[src/rtl/rv32_pkg.sv]
// rv32_pkg: types shared by the writeback arbiter and its result FIFO.
//   wb_entry_t : one buffered register-file write (file select, rd, data).
package rv32_pkg;

  typedef struct packed {
    logic        fp;    // 1 = FP register file, 0 = integer register file
    logic [4:0]  rd;
    logic [31:0] data;
  } wb_entry_t;

endpackage

[src/rtl/rv32_writeback_arbiter_if.sv]
// rv32_writeback_arbiter_if: result-source handshakes into the writeback arbiter.
//   pipe_* : in-order pipeline result, held upstream while pipe_stall_o is high.
//   lu_*   : long-latency unit (divide/FP) result, valid/ready handshake.
// master = result sources, slave = arbiter.
interface rv32_writeback_arbiter_if;
  logic        pipe_valid_i;
  logic        pipe_fp_i;
  logic [4:0]  pipe_rd_i;
  logic [31:0] pipe_data_i;
  logic        pipe_stall_o;

  logic        lu_valid_i;
  logic        lu_ready_o;
  logic        lu_fp_i;
  logic [4:0]  lu_rd_i;
  logic [31:0] lu_data_i;

  modport master (
    output pipe_valid_i, pipe_fp_i, pipe_rd_i, pipe_data_i,
    input  pipe_stall_o,
    output lu_valid_i, lu_fp_i, lu_rd_i, lu_data_i,
    input  lu_ready_o
  );

  modport slave (
    input  pipe_valid_i, pipe_fp_i, pipe_rd_i, pipe_data_i,
    output pipe_stall_o,
    input  lu_valid_i, lu_fp_i, lu_rd_i, lu_data_i,
    output lu_ready_o
  );
endinterface

[src/rtl/rv32_wb_fifo.sv]
// rv32_wb_fifo: FIFO of pending long-latency writeback entries.
//   clk_i, rst_n_i : clock, async active-low reset (clears pointers and count)
//   push_i, din_i  : enqueue (ignored when full)
//   pop_i, dout_o  : dequeue; dout_o shows the head whenever not empty
//   full_o, empty_o, count_o : occupancy status
module rv32_wb_fifo
  import rv32_pkg::*;
#(
  parameter int DEPTH = 2
) (
  input  logic                         clk_i,
  input  logic                         rst_n_i,
  input  logic                         push_i,
  input  logic                         pop_i,
  input  wb_entry_t                    din_i,
  output wb_entry_t                    dout_o,
  output logic                         full_o,
  output logic                         empty_o,
  output logic [$clog2(DEPTH+1)-1:0]   count_o
);

  localparam int PW = (DEPTH > 1) ? $clog2(DEPTH) : 1;
  localparam int CW = $clog2(DEPTH + 1);

  wb_entry_t       mem [DEPTH];
  logic [PW-1:0]   wr_ptr;
  logic [PW-1:0]   rd_ptr;
  logic            do_push;
  logic            do_pop;

  // Depth need not be a power of two, so wrap explicitly.
  function automatic logic [PW-1:0] ptr_inc(input logic [PW-1:0] p);
    return (p == PW'(DEPTH - 1)) ? '0 : p + 1'b1;
  endfunction

  assign full_o  = (count_o == CW'(DEPTH));
  assign empty_o = (count_o == '0);
  assign do_push = push_i && !full_o;
  assign do_pop  = pop_i && !empty_o;
  assign dout_o  = mem[rd_ptr];

  always_ff @(posedge clk_i or negedge rst_n_i) begin
    if (!rst_n_i) begin
      wr_ptr  <= '0;
      rd_ptr  <= '0;
      count_o <= '0;
    end else begin
      if (do_push) wr_ptr <= ptr_inc(wr_ptr);
      if (do_pop)  rd_ptr <= ptr_inc(rd_ptr);
      case ({do_push, do_pop})
        2'b10:   count_o <= count_o + 1'b1;
        2'b01:   count_o <= count_o - 1'b1;
        default: count_o <= count_o;
      endcase
    end
  end

  // Storage needs no reset: entries are only visible through count/pointers.
  always_ff @(posedge clk_i) begin
    if (do_push) mem[wr_ptr] <= din_i;
  end

endmodule

[src/rtl/rv32_writeback_arbiter.sv]
// rv32_writeback_arbiter: merges pipeline and long-latency results onto the
// integer and FP register-file write ports, one arbitration per file.
//   clk_i, rst_n_i   : clock, async active-low reset
//   wb (slave)       : pipeline and long-latency source handshakes
//   reg_write_*_o    : registered integer write port (x0 writes suppressed)
//   fp_reg_write_*_o : registered FP write port
//   buffer_count_o   : long-latency FIFO occupancy
// Optional feature macro: RV32_WB_BYPASS_EN -- a long-latency result that finds
// the FIFO empty and its file unclaimed is written directly (1-cycle latency).
module rv32_writeback_arbiter
  import rv32_pkg::*;
#(
  parameter int FIFO_DEPTH   = 2,
  parameter int STARVE_LIMIT = 4
) (
  input  logic                              clk_i,
  input  logic                              rst_n_i,
  rv32_writeback_arbiter_if.slave           wb,
  output logic                              reg_write_enable_o,
  output logic [4:0]                        reg_write_address_o,
  output logic [31:0]                       reg_write_data_o,
  output logic                              fp_reg_write_enable_o,
  output logic [4:0]                        fp_reg_write_address_o,
  output logic [31:0]                       fp_reg_write_data_o,
  output logic [$clog2(FIFO_DEPTH+1)-1:0]   buffer_count_o
);

  localparam int SW = $clog2(STARVE_LIMIT + 1);

  wb_entry_t       head;
  wb_entry_t       lu_entry;
  wb_entry_t       pipe_entry;
  wb_entry_t       int_d;
  wb_entry_t       fp_d;
  logic            int_we_d;
  logic            fp_we_d;
  logic            fifo_full;
  logic            fifo_empty;
  logic            fifo_push;
  logic            fifo_pop;
  logic            pipe_accept;
  logic            lu_fire;
  logic            head_blocked;
  logic            bypass;
  logic [SW-1:0]   starve_cnt;

  assign lu_entry   = '{fp: wb.lu_fp_i,   rd: wb.lu_rd_i,   data: wb.lu_data_i};
  assign pipe_entry = '{fp: wb.pipe_fp_i, rd: wb.pipe_rd_i, data: wb.pipe_data_i};

  assign wb.pipe_stall_o = (starve_cnt == SW'(STARVE_LIMIT));
  assign wb.lu_ready_o   = !fifo_full;

  assign pipe_accept  = wb.pipe_valid_i && !wb.pipe_stall_o;
  assign lu_fire      = wb.lu_valid_i && wb.lu_ready_o;
  // The pipeline wins its own file unless the head has starved long enough
  // to force a stall, at which point pipe_accept drops and the head goes.
  assign head_blocked = !fifo_empty && pipe_accept && (wb.pipe_fp_i == head.fp);
  assign fifo_pop     = !fifo_empty && !head_blocked;

`ifdef RV32_WB_BYPASS_EN
  assign bypass = lu_fire && fifo_empty && !(pipe_accept && (wb.pipe_fp_i == wb.lu_fp_i));
`else
  assign bypass = 1'b0;
`endif

  assign fifo_push = lu_fire && !bypass;

  rv32_wb_fifo #(.DEPTH(FIFO_DEPTH)) u_fifo (
    .clk_i   (clk_i),
    .rst_n_i (rst_n_i),
    .push_i  (fifo_push),
    .pop_i   (fifo_pop),
    .din_i   (lu_entry),
    .dout_o  (head),
    .full_o  (fifo_full),
    .empty_o (fifo_empty),
    .count_o (buffer_count_o)
  );

  // At most one source per file can be selected: pop excludes a same-file
  // pipeline write, and bypass only fires when the FIFO is empty.
  always_comb begin
    int_we_d = 1'b0;
    fp_we_d  = 1'b0;
    int_d    = '0;
    fp_d     = '0;
    if (pipe_accept) begin
      if (pipe_entry.fp) begin fp_we_d = 1'b1;  fp_d = pipe_entry; end
      else               begin int_we_d = 1'b1; int_d = pipe_entry; end
    end
    if (fifo_pop) begin
      if (head.fp) begin fp_we_d = 1'b1;  fp_d = head; end
      else         begin int_we_d = 1'b1; int_d = head; end
    end
    if (bypass) begin
      if (lu_entry.fp) begin fp_we_d = 1'b1;  fp_d = lu_entry; end
      else             begin int_we_d = 1'b1; int_d = lu_entry; end
    end
  end

  always_ff @(posedge clk_i or negedge rst_n_i) begin
    if (!rst_n_i) begin
      reg_write_enable_o     <= 1'b0;
      reg_write_address_o    <= '0;
      reg_write_data_o       <= '0;
      fp_reg_write_enable_o  <= 1'b0;
      fp_reg_write_address_o <= '0;
      fp_reg_write_data_o    <= '0;
    end else begin
      // x0 is hardwired zero; the entry is consumed but never written.
      reg_write_enable_o    <= int_we_d && (int_d.rd != 5'd0);
      fp_reg_write_enable_o <= fp_we_d;
      if (int_we_d && (int_d.rd != 5'd0)) begin
        reg_write_address_o <= int_d.rd;
        reg_write_data_o    <= int_d.data;
      end
      if (fp_we_d) begin
        fp_reg_write_address_o <= fp_d.rd;
        fp_reg_write_data_o    <= fp_d.data;
      end
    end
  end

  always_ff @(posedge clk_i or negedge rst_n_i) begin
    if (!rst_n_i) begin
      starve_cnt <= '0;
    end else if (fifo_pop) begin
      starve_cnt <= '0;
    end else if (head_blocked && (starve_cnt != SW'(STARVE_LIMIT))) begin
      starve_cnt <= starve_cnt + 1'b1;
    end
  end

endmodule

[src/flat_wrapper.sv]
// flat-port wrapper written by rule: the top's interface ports become plain ports
module rv32_writeback_arbiter_flat import rv32_pkg::*;
#(
  parameter int FIFO_DEPTH   = 2,
  parameter int STARVE_LIMIT = 4
)
  (clk_i, rst_n_i, reg_write_enable_o, reg_write_address_o, reg_write_data_o, fp_reg_write_enable_o, fp_reg_write_address_o, fp_reg_write_data_o, buffer_count_o, wb_pipe_valid_i, wb_pipe_fp_i, wb_pipe_rd_i, wb_pipe_data_i, wb_pipe_stall_o, wb_lu_valid_i, wb_lu_fp_i, wb_lu_rd_i, wb_lu_data_i, wb_lu_ready_o);
  rv32_writeback_arbiter_if wb_i ();
  input  logic clk_i;
  input  logic rst_n_i;
  output logic reg_write_enable_o;
  output logic [4:0] reg_write_address_o;
  output logic [31:0] reg_write_data_o;
  output logic fp_reg_write_enable_o;
  output logic [4:0] fp_reg_write_address_o;
  output logic [31:0] fp_reg_write_data_o;
  output logic [$clog2(FIFO_DEPTH+1)-1:0] buffer_count_o;
  input wire logic [$bits(wb_i.pipe_valid_i)-1:0] wb_pipe_valid_i;
  input wire logic [$bits(wb_i.pipe_fp_i)-1:0] wb_pipe_fp_i;
  input wire logic [$bits(wb_i.pipe_rd_i)-1:0] wb_pipe_rd_i;
  input wire logic [$bits(wb_i.pipe_data_i)-1:0] wb_pipe_data_i;
  output wire logic [$bits(wb_i.pipe_stall_o)-1:0] wb_pipe_stall_o;
  input wire logic [$bits(wb_i.lu_valid_i)-1:0] wb_lu_valid_i;
  input wire logic [$bits(wb_i.lu_fp_i)-1:0] wb_lu_fp_i;
  input wire logic [$bits(wb_i.lu_rd_i)-1:0] wb_lu_rd_i;
  input wire logic [$bits(wb_i.lu_data_i)-1:0] wb_lu_data_i;
  output wire logic [$bits(wb_i.lu_ready_o)-1:0] wb_lu_ready_o;
  assign wb_i.pipe_valid_i = wb_pipe_valid_i;
  assign wb_i.pipe_fp_i = wb_pipe_fp_i;
  assign wb_i.pipe_rd_i = wb_pipe_rd_i;
  assign wb_i.pipe_data_i = wb_pipe_data_i;
  assign wb_pipe_stall_o = wb_i.pipe_stall_o;
  assign wb_i.lu_valid_i = wb_lu_valid_i;
  assign wb_i.lu_fp_i = wb_lu_fp_i;
  assign wb_i.lu_rd_i = wb_lu_rd_i;
  assign wb_i.lu_data_i = wb_lu_data_i;
  assign wb_lu_ready_o = wb_i.lu_ready_o;
  rv32_writeback_arbiter #(.FIFO_DEPTH(FIFO_DEPTH), .STARVE_LIMIT(STARVE_LIMIT)) u_core (.clk_i(clk_i), .rst_n_i(rst_n_i), .wb(wb_i), .reg_write_enable_o(reg_write_enable_o), .reg_write_address_o(reg_write_address_o), .reg_write_data_o(reg_write_data_o), .fp_reg_write_enable_o(fp_reg_write_enable_o), .fp_reg_write_address_o(fp_reg_write_address_o), .fp_reg_write_data_o(fp_reg_write_data_o), .buffer_count_o(buffer_count_o));
endmodule
[config.mk]
export PLATFORM = sky130hd
export DESIGN_NAME = rv32_writeback_arbiter_flat
export DESIGN_NICKNAME = d
export VERILOG_FILES = /design/src/rtl/rv32_pkg.sv /design/src/rtl/rv32_writeback_arbiter_if.sv /design/src/rtl/rv32_wb_fifo.sv /design/src/rtl/rv32_writeback_arbiter.sv /design/src/flat_wrapper.sv
export SDC_FILE = /design/constraint.sdc
export NUM_CORES = 1
export LEC_CHECK = 0
export BUFFER_PORTS_ARGS = -buffer_cell sky130_fd_sc_hd__buf_4
export CELL_PAD_IN_SITES_DETAIL_PLACEMENT = 2
export CELL_PAD_IN_SITES_GLOBAL_PLACEMENT = 2
export CORE_MARGIN = 3
export CORE_UTILIZATION = 38
export CTS_BUF_LIST = sky130_fd_sc_hd__clkbuf_8
export DETAILED_ROUTE_END_ITERATION = 10
export PLACE_DENSITY = 0.83
export SLEW_MARGIN = 20
export SYNTH_ARGS = -nofsm -noshare
export SYNTH_HDL_FRONTEND = slang
export SYNTH_SLANG_ARGS = --single-unit
[constraint.sdc]
create_clock -name clk_i -period 3.8 [get_ports clk_i]
set_clock_uncertainty 0.05 [all_clocks]
set_input_delay 0.38 -clock clk_i [delete_from_list [all_inputs] [get_ports clk_i]]
set_output_delay 0.38 -clock clk_i [all_outputs]
set_load 0.05 [all_outputs]
==> summary.txt, run 1 <==
Global route
  – Global Route Usage Sum: between 20 and 25%
  – Gr ovfl total: 0
  – Largest net degree at the start of global routing: 60
  – Initial antenna violation count: 0
  – Vias in the first global route: roughly 5600
  – First-pass GRT wire length: about 33000 um

Logic synthesis
  – Ys Warns: 0
  – Post-Synth Simple-Gate Area: 4.38%
  – Synth Area in Compound Gates: about 11%
  – Synthesized net count: a little under 600
  – Mapped Area: roughly 7000 sq um
  – Syn avg cell area: 13.8 sq um
  – Post-synth top area share: approximately a third
  – Post-synthesis adder-cell area fraction: less than 1%
  – Synthesized flop and latch total: 159
  – Netlist cell types: 43
  – Synth area leader: edfxtp_1
  – Post-Synth XOR/XNOR Area: less than 1%
  – Syn Inst Count: approximately 500
  – Ranking of synthesized cells by area: edfxtp_1, dfrtp_1, mux2_2
  – Largest family of logic cells by synthesized area: multiplexers
  – Sequential area share after synthesis: approximately 62%
  – Mux cell area share after synthesis: approximately 18%

Clock tree
  – Clock root buffer: clkbuf_8
  – Setup Buffers After CTS: 0
  – TritonCTS buffer count: 17
  – Clk_lat worst skew: approximately 0.45 ns
  – Htree depth: 4
  – TritonCTS clock tree: built
  – Clock-pin slew on the worst setup and hold paths: 0.10 ns
  – Maximum clock path buffer count: 2
  – # clock sinks: ~160

STA
  – Final setup fails: 0
  – Worst Tran Pin Value: roughly 1.0 ns
  – Final slew viol count: 0
  – Slew HR: between 30% and 40%
  – Total Neg Setup Slack: 0 ns
  – Hold slack: 0.0519 ns
  – Final period util: 74.4%
  – Final hold violation count: 0
  – Max Freq: 354 MHz
  – Setup WS post-layout: 0.974 ns
  – RSZ-0062 raised after global routing: false
  – Shortest period the worst path allows: 2.83 ns

Placed design
  – Place WS: ~1 ns
  – I/O Buffers: approximately 160
  – DP Cell Count: 863
  – RePlAce Congestion: around 0.75
  – Dpl hpwl: around 15000 um

Routing
  – Post-DR wirelength/cell: between 20 and 25 um
  – Drt drc: 0
  – Routed wire length: between 20000 and 25000 um
  – Via/cell ratio: around 5.4
  – Via count: between 4000 and 5000
  – TritonRoute pass-1 iters: 4
  – Final ANT Viol Nets: 0
  – Initial detailed-routing violation count: just under 200

Setup path
  – Arr. time, crit path: 3.11 ns
  – Crit path required time: ~4 ns
  – Reg2Reg Setup Slack: between 0.9 and 1 ns
  – Worst R2R Path Depth: 7
  – CP endpoint kind: flip-flop
  – CP Max Fanout: 37
  – Crit Reg-Reg Endpoint: u_core.reg_write_data_o[4]
  – FF-to-FF Start: u_core.starve_cnt[0]
  – CP Launch Type: flip-flop
  – CP Class: flip-flop to flip-flop

Pwr
  – Leak: 0.00366 uW
  – Power Total: between 8000 and 9000 uW
  – P_int: between 4000 and 5000 uW
  – Worst vdd ir: 0.493 mV
  – Comb pwr share: 50.5%
  – Net switching power: between 3000 and 4000 uW
  – Power Dens Cells: approximately 940 nW/um^2
  – Clock power frac: about 15%
  – Sequential share of power: between 30% and 40%
  – Switching Share: 45.8%

Floorplanning
  – Placement Rows: 48
  – Core area: around 18000 sq um
  – IO Count: 160
  – Die width: around 140 um
  – Initial Util: between 30% and 40%
  – Die area: ~20000 sq um
  – Die H: approximately 140 um

Hold path
  – Min-Delay Path Depth: 1
  – Hold Path Sink: u_core.u_fifo.mem[0][35]
  – HP Start: wb_lu_rd_i[3]
  – Hold Crit Class: primary input to flip-flop

Finish
  – Layout area overhead: 26.4%
  – Fillers: around 1700
  – Antenna diodes: 0
  – Final #Nets: around 740
  – Commonest non-fill, non-tap cell in the layout: buf_4
  – Finished Layout Cells: around 900
  – Most frequent cells in the layout: buf_4, dfrtp_1, edfxtp_1
  – Fraction of layout cells with a size suffix above 1: roughly 41%

Status
  – Status: finished clean

Run
  – Max cap viols: 0
Yosys cell counts:
master and instances:
a21o_1 1, o21ai_0 71, buf_2 7, nand3b_1 1, and2_1 2, a21oi_1 1
mux2_4 20, a22o_1 1, a21bo_1 1, mux2i_4 1, o21ba_2 1, and3_1 1
or2_2 1, xor2_1 1, o32ai_1 1, buf_4 1, o221ai_1 1, mux2_2 44
o2bb2ai_1 32, o211ai_1 4, nor4_1 2, nand2_1 43, a221oi_4 1, edfxtp_1 76
nand3_1 4, clkbuf_1 23, inv_1 8, nand2_2 1, nand2b_1 2, mux2_1 5
mux2i_1 37, ha_1 3, o22ai_1 1, xnor2_1 5, or4_1 1, nor2_1 6
a2111o_1 1, nor4b_1 1, nor3_1 2, buf_6 3, nor2_4 1, dfrtp_1 83
o31ai_1 2
cell type report:
class                   instances  area (sq um)  area share (%)
clock buffers                  17           234            2.65
clock inverters                15           163            1.85
inverters                       8          30.0           0.341
multi-input cells             303          2450            27.8
flip-flops and latches        159          4360            49.5
well taps                     225           282            3.19
repair buffers                169          1300            14.7
power by group through the flow:
stage / Sequential, uW / Clock, uW / Combinational (uW)
floorplan: 4030 / 0 / 1630
global placement: 2820 / 0 / 4040
detailed placement: 2870 / 0 / 4210
CTS: 2840 / 1300 / 4240
global route: 2900 / 1370 / 4430
finish: 2840 / 1270 / 4190
cell families after synthesis:
logic type / count (synthesis)
AO/OA/AOI/OAI: 119
XOR/XNOR: 6
adder cells (fa/ha/maj): 3
buffers and inverters: 42
flip-flops: 159
multiplexers: 107
AND/OR/NAND/NOR: 68
metrics by stage:
| stage | instance area, sq um | utilization (%) |
|---|---|---|
| 2_1_floorplan | 6980 | - |
| 3_3_place_gp | 8410 | 47.6 |
| 3_5_place_dp | 8410 | 47.6 |
| 4_1_cts | 8810 | 49.9 |
| 5_1_grt | 8820 | 49.9 |
| 6_report | 8820 | 49.9 |
worst max-delay path by stage:
| stage | start | endpoint |
|---|---|---|
| after global routing | u_core.starve_cnt[0] | u_core.reg_write_data_o[30] |
| after floorplan | u_core.u_fifo.count_o[0] | u_core.u_fifo.mem[0][0] |
| after CTS | u_core.starve_cnt[0] | u_core.reg_write_data_o[30] |
| after detailed placement | u_core.starve_cnt[0] | u_core.reg_write_data_o[4] |
| final | u_core.starve_cnt[0] | u_core.reg_write_data_o[4] |
| after global placement | u_core.starve_cnt[0] | u_core.reg_write_data_o[6] |
critical path: stages (launching register included):
cell and delay [ns]:
dfrtp_1 0.39, inv_1 0.07, ha_1 0.21, a21bo_1 0.35
nand2b_1 0.34, a221oi_4 0.29, buf_4 0.57, mux2_2 0.41
registers in the layout, summed over array words and instances (netlist names):
name                           cells
u_core.fp_reg_write_address_o      5
u_core.fp_reg_write_data_o        32
u_core.fp_reg_write_enable_o       1
u_core.u_fifo.rd_ptr               1
u_core.u_fifo.wr_ptr               1
u_core.reg_write_data_o           32
u_core.u_fifo.mem                 76
u_core.u_fifo.count_o              2
u_core.starve_cnt                  3
u_core.reg_write_address_o         5
u_core.reg_write_enable_o          1
repair_timing:
action,in CTS,in global routing
endpoints found under the hold margin,33,0
hold buffers,1,0
resized for setup,0,0
endpoints found under the setup margin,0,0
routing by layer:
metal  vias to the layer above  wire length [um]  track usage, %  share of wire [%]
li1                       2181                 -               -                  -
met1                      2516              8830            27.0                 41
met2                       121             11900            40.1                 55
met3                        20               808            3.64                3.7
met4                         0               269            6.57                1.2
met5                         -                 0               0                  0
(Power assumes the default switching activity.)
==> run 2, diff against run 1 <==
clock period = 2.85 ns   (was 3.8 ns; I/O delays follow)
==> run 2 against run 1 <==
First-iteration DRC count increased by 6.2%. Non-clock buffer count is 64 higher. Die area unchanged. Clock power rose by 35%. Register-to-register slack worse by 0.53 ns. Hold slack worse by 0.023 ns. Sequential power is 32% higher. Critical path depth up 2. Global-route usage increased by 1.2 points. Count of clock-buffer cells in the layout up 6. Critical path type unchanged. Largest cell class unchanged. Largest power group unchanged. Highest routed layer unchanged.
==> summary.txt, run 2 (synthesized netlist as in run 1, its figures left out) <==
Finish
  – Most frequent cells in the layout: buf_4, dfrtp_1, edfxtp_1
  – Final #Nets: approximately 810
  – Antenna diodes: 0
  – Max reg flops: 76
  – Commonest non-fill, non-tap cell in the layout: buf_4
  – Regs by FF count: u_core.u_fifo.mem (76), u_core.fp_reg_write_data_o (32), u_core.reg_write_data_o (32)
  – Fraction of layout cells with a size suffix above 1: 37.6%
  – Biggest register: u_core.u_fifo.mem
  – Layout area overhead: 35.7%

Pwr
  – Power Dens Cells: around 1200 nW/um^2
  – Leak: between 0.003 and 0.004 uW
  – Worst vdd ir: about 0.71 mV

Setup path
  – Reg2Reg Setup Slack: 0.44 ns
  – CP Launch Type: flip-flop
  – Crit Reg-Reg Endpoint: u_core.u_fifo.count_o[1]
  – Crit path required time: 3.17 ns
  – CP max stage cell: dfrtp_1
  – WP depth: 9
  – Worst-path cell chain: inv_1 -> ha_1 -> a21bo_1 -> buf_4 -> o21ai_0 -> inv_1 -> ha_1 -> nor2_1 -> xor2_1
  – Crit path launch: u_core.starve_cnt[0]
  – Arr. time, crit path: around 2.7 ns
  – Cell family with the largest share of critical-path delay: compound AO/OA/AOI/OAI gates
  – FF-to-FF Start: u_core.starve_cnt[0]
  – Worst R2R Path Depth: 9
  – CP max stage delay: between 0.3 and 0.4 ns
  – CP Capture Point: u_core.u_fifo.count_o[1]
  – CP endpoint kind: flip-flop
  – CP bufs+invs: 3
  – CP Class: flip-flop to flip-flop
  – CP Max Fanout: 40

STA
  – Max Freq: about 420 MHz
  – Shortest period the worst path allows: 2.41 ns
  – Final slew viol count: 0
  – RSZ-0062 raised after global routing: false
  – Worst Tran Pin Value: ~0.84 ns
  – Slew HR: 43.8%
  – Total Neg Setup Slack: 0 ns
  – Hold slack: around 0.029 ns
  – Final hold violation count: 0
  – Final setup fails: 0
  – Final period util: 84.4%

Placed design
  – I/O Buffers: about 160
  – Dpl hpwl: around 14000 um
  – RePlAce Congestion: slightly above 0.8

Global route
  – Initial antenna violation count: 0
  – Gr ovfl total: 0
  – First-pass GRT wire length: between 30000 and 40000 um
  – Vias in the first global route: about 5900
  – Global Route Usage Sum: 23.3%
  – Largest net degree at the start of global routing: 60

Routing
  – Initial detailed-routing violation count: between 200 and 250
  – Final ANT Viol Nets: 0
  – Post-DR wirelength/cell: between 20 and 25 um
  – TritonRoute pass-1 iters: 5
  – Via/cell ratio: roughly 5.4
  – Routed wire length: roughly 22000 um
  – Drt drc: 0
  – Via count: approximately 5200

Floorplanning
  – Die area: 20000 sq um
  – IO Count: 160
  – Die width: about 140 um
  – Initial Util: about two fifths
  – Core area: 17700 sq um
  – Die H: between 100 and 150 um
  – Placement Rows: 48

Hold path
  – Hold Crit Class: primary input to flip-flop

Clock tree
  – Post-CTS sizing: 0
  – # clock sinks: approximately 160
  – Clk_lat worst skew: 0.45 ns
  – Hold_buf cts: 60
  – Maximum clock path buffer count: 2
  – TritonCTS buffer count: 17
  – Clock-pin slew on the worst setup and hold paths: 0.08 ns
  – Clock root buffer: clkbuf_8
  – Htree depth: 4
  – Setup Buffers After CTS: 0
  – TritonCTS clock tree: built

Status
  – Status: finished clean

Run
  – Max cap viols: 0
-- run 2: cell count changes in the layout (fill, tap and decap cells not counted), sizes merged --
cell	change
clkinvlp	-6
clkbuf	+6
dlygate4sd3	+59
buf	+5
-- run 2: cell type report --
cell class,instances,area [sq um]
multi-input combinational,303,2450
inverter,8,30.0
timing repair buffer,233,1940
fill,1673,8190
tap,225,282
clock inverter,9,93.8
sequential,159,4360
clock buffer,23,317
-- run 2: metrics by stage --
| step | util [%] | instances | worst slack (ns) | instance area, sq um | total power (uW) |
|---|---|---|---|---|---|
| floorplan | - | 504 | 0.113 | 6980 | 7550 |
| global placement | 47.9 | 868 | 0.587 | 8460 | 9160 |
| detailed placement | 47.9 | 868 | 0.486 | 8460 | 9400 |
| CTS | 53.6 | 960 | 0.457 | 9470 | 11200 |
| global route | 53.6 | 960 | 0.273 | 9470 | 11800 |
| finish | 53.6 | 960 | 0.444 | 9470 | 11200 |
-- run 2: worst min-delay path by stage --
stage / start / to / slack (ns) / cells past startpoint
after global routing: wb_pipe_data_i[10] / u_core.fp_reg_write_data_o[10] / 0.01 / 3
after floorplan: rst_n_i / u_core.fp_reg_write_address_o[0] / -0.06 / 0
after global placement: rst_n_i / u_core.fp_reg_write_data_o[0] / 0.38 / 1
after CTS: wb_pipe_data_i[19] / u_core.fp_reg_write_data_o[19] / 0.001 / 3
final: wb_pipe_data_i[16] / u_core.fp_reg_write_data_o[16] / 0.03 / 3
after detailed placement: rst_n_i / u_core.fp_reg_write_data_o[1] / 0.39 / 1
-- run 2: tightest hold or removal path: cells and delay by family --
kind	cells	cell delay (ns)
simple gates	1	0.04
buf+inv	1	0.09
compound gates	1	0.07
-- run 2: power breakdown --
part           switching (uW)  internal [uW]
sequential                516           3240
clock                     816            907
combinational            3660           2050
total                    4990           6200
-- run 2: metal layers --
| metal | vias up | part of all wire [%] | GRT usage [%] |
|---|---|---|---|
| met4 | 0 | 1.9 | 7.58 |
| met3 | 28 | 3.6 | 3.81 |
| met2 | 134 | 54 | 42.4 |
| li1 | 2305 | - | - |
| met5 | - | 0 | 0 |
| met1 | 2705 | 41 | 28.1 |
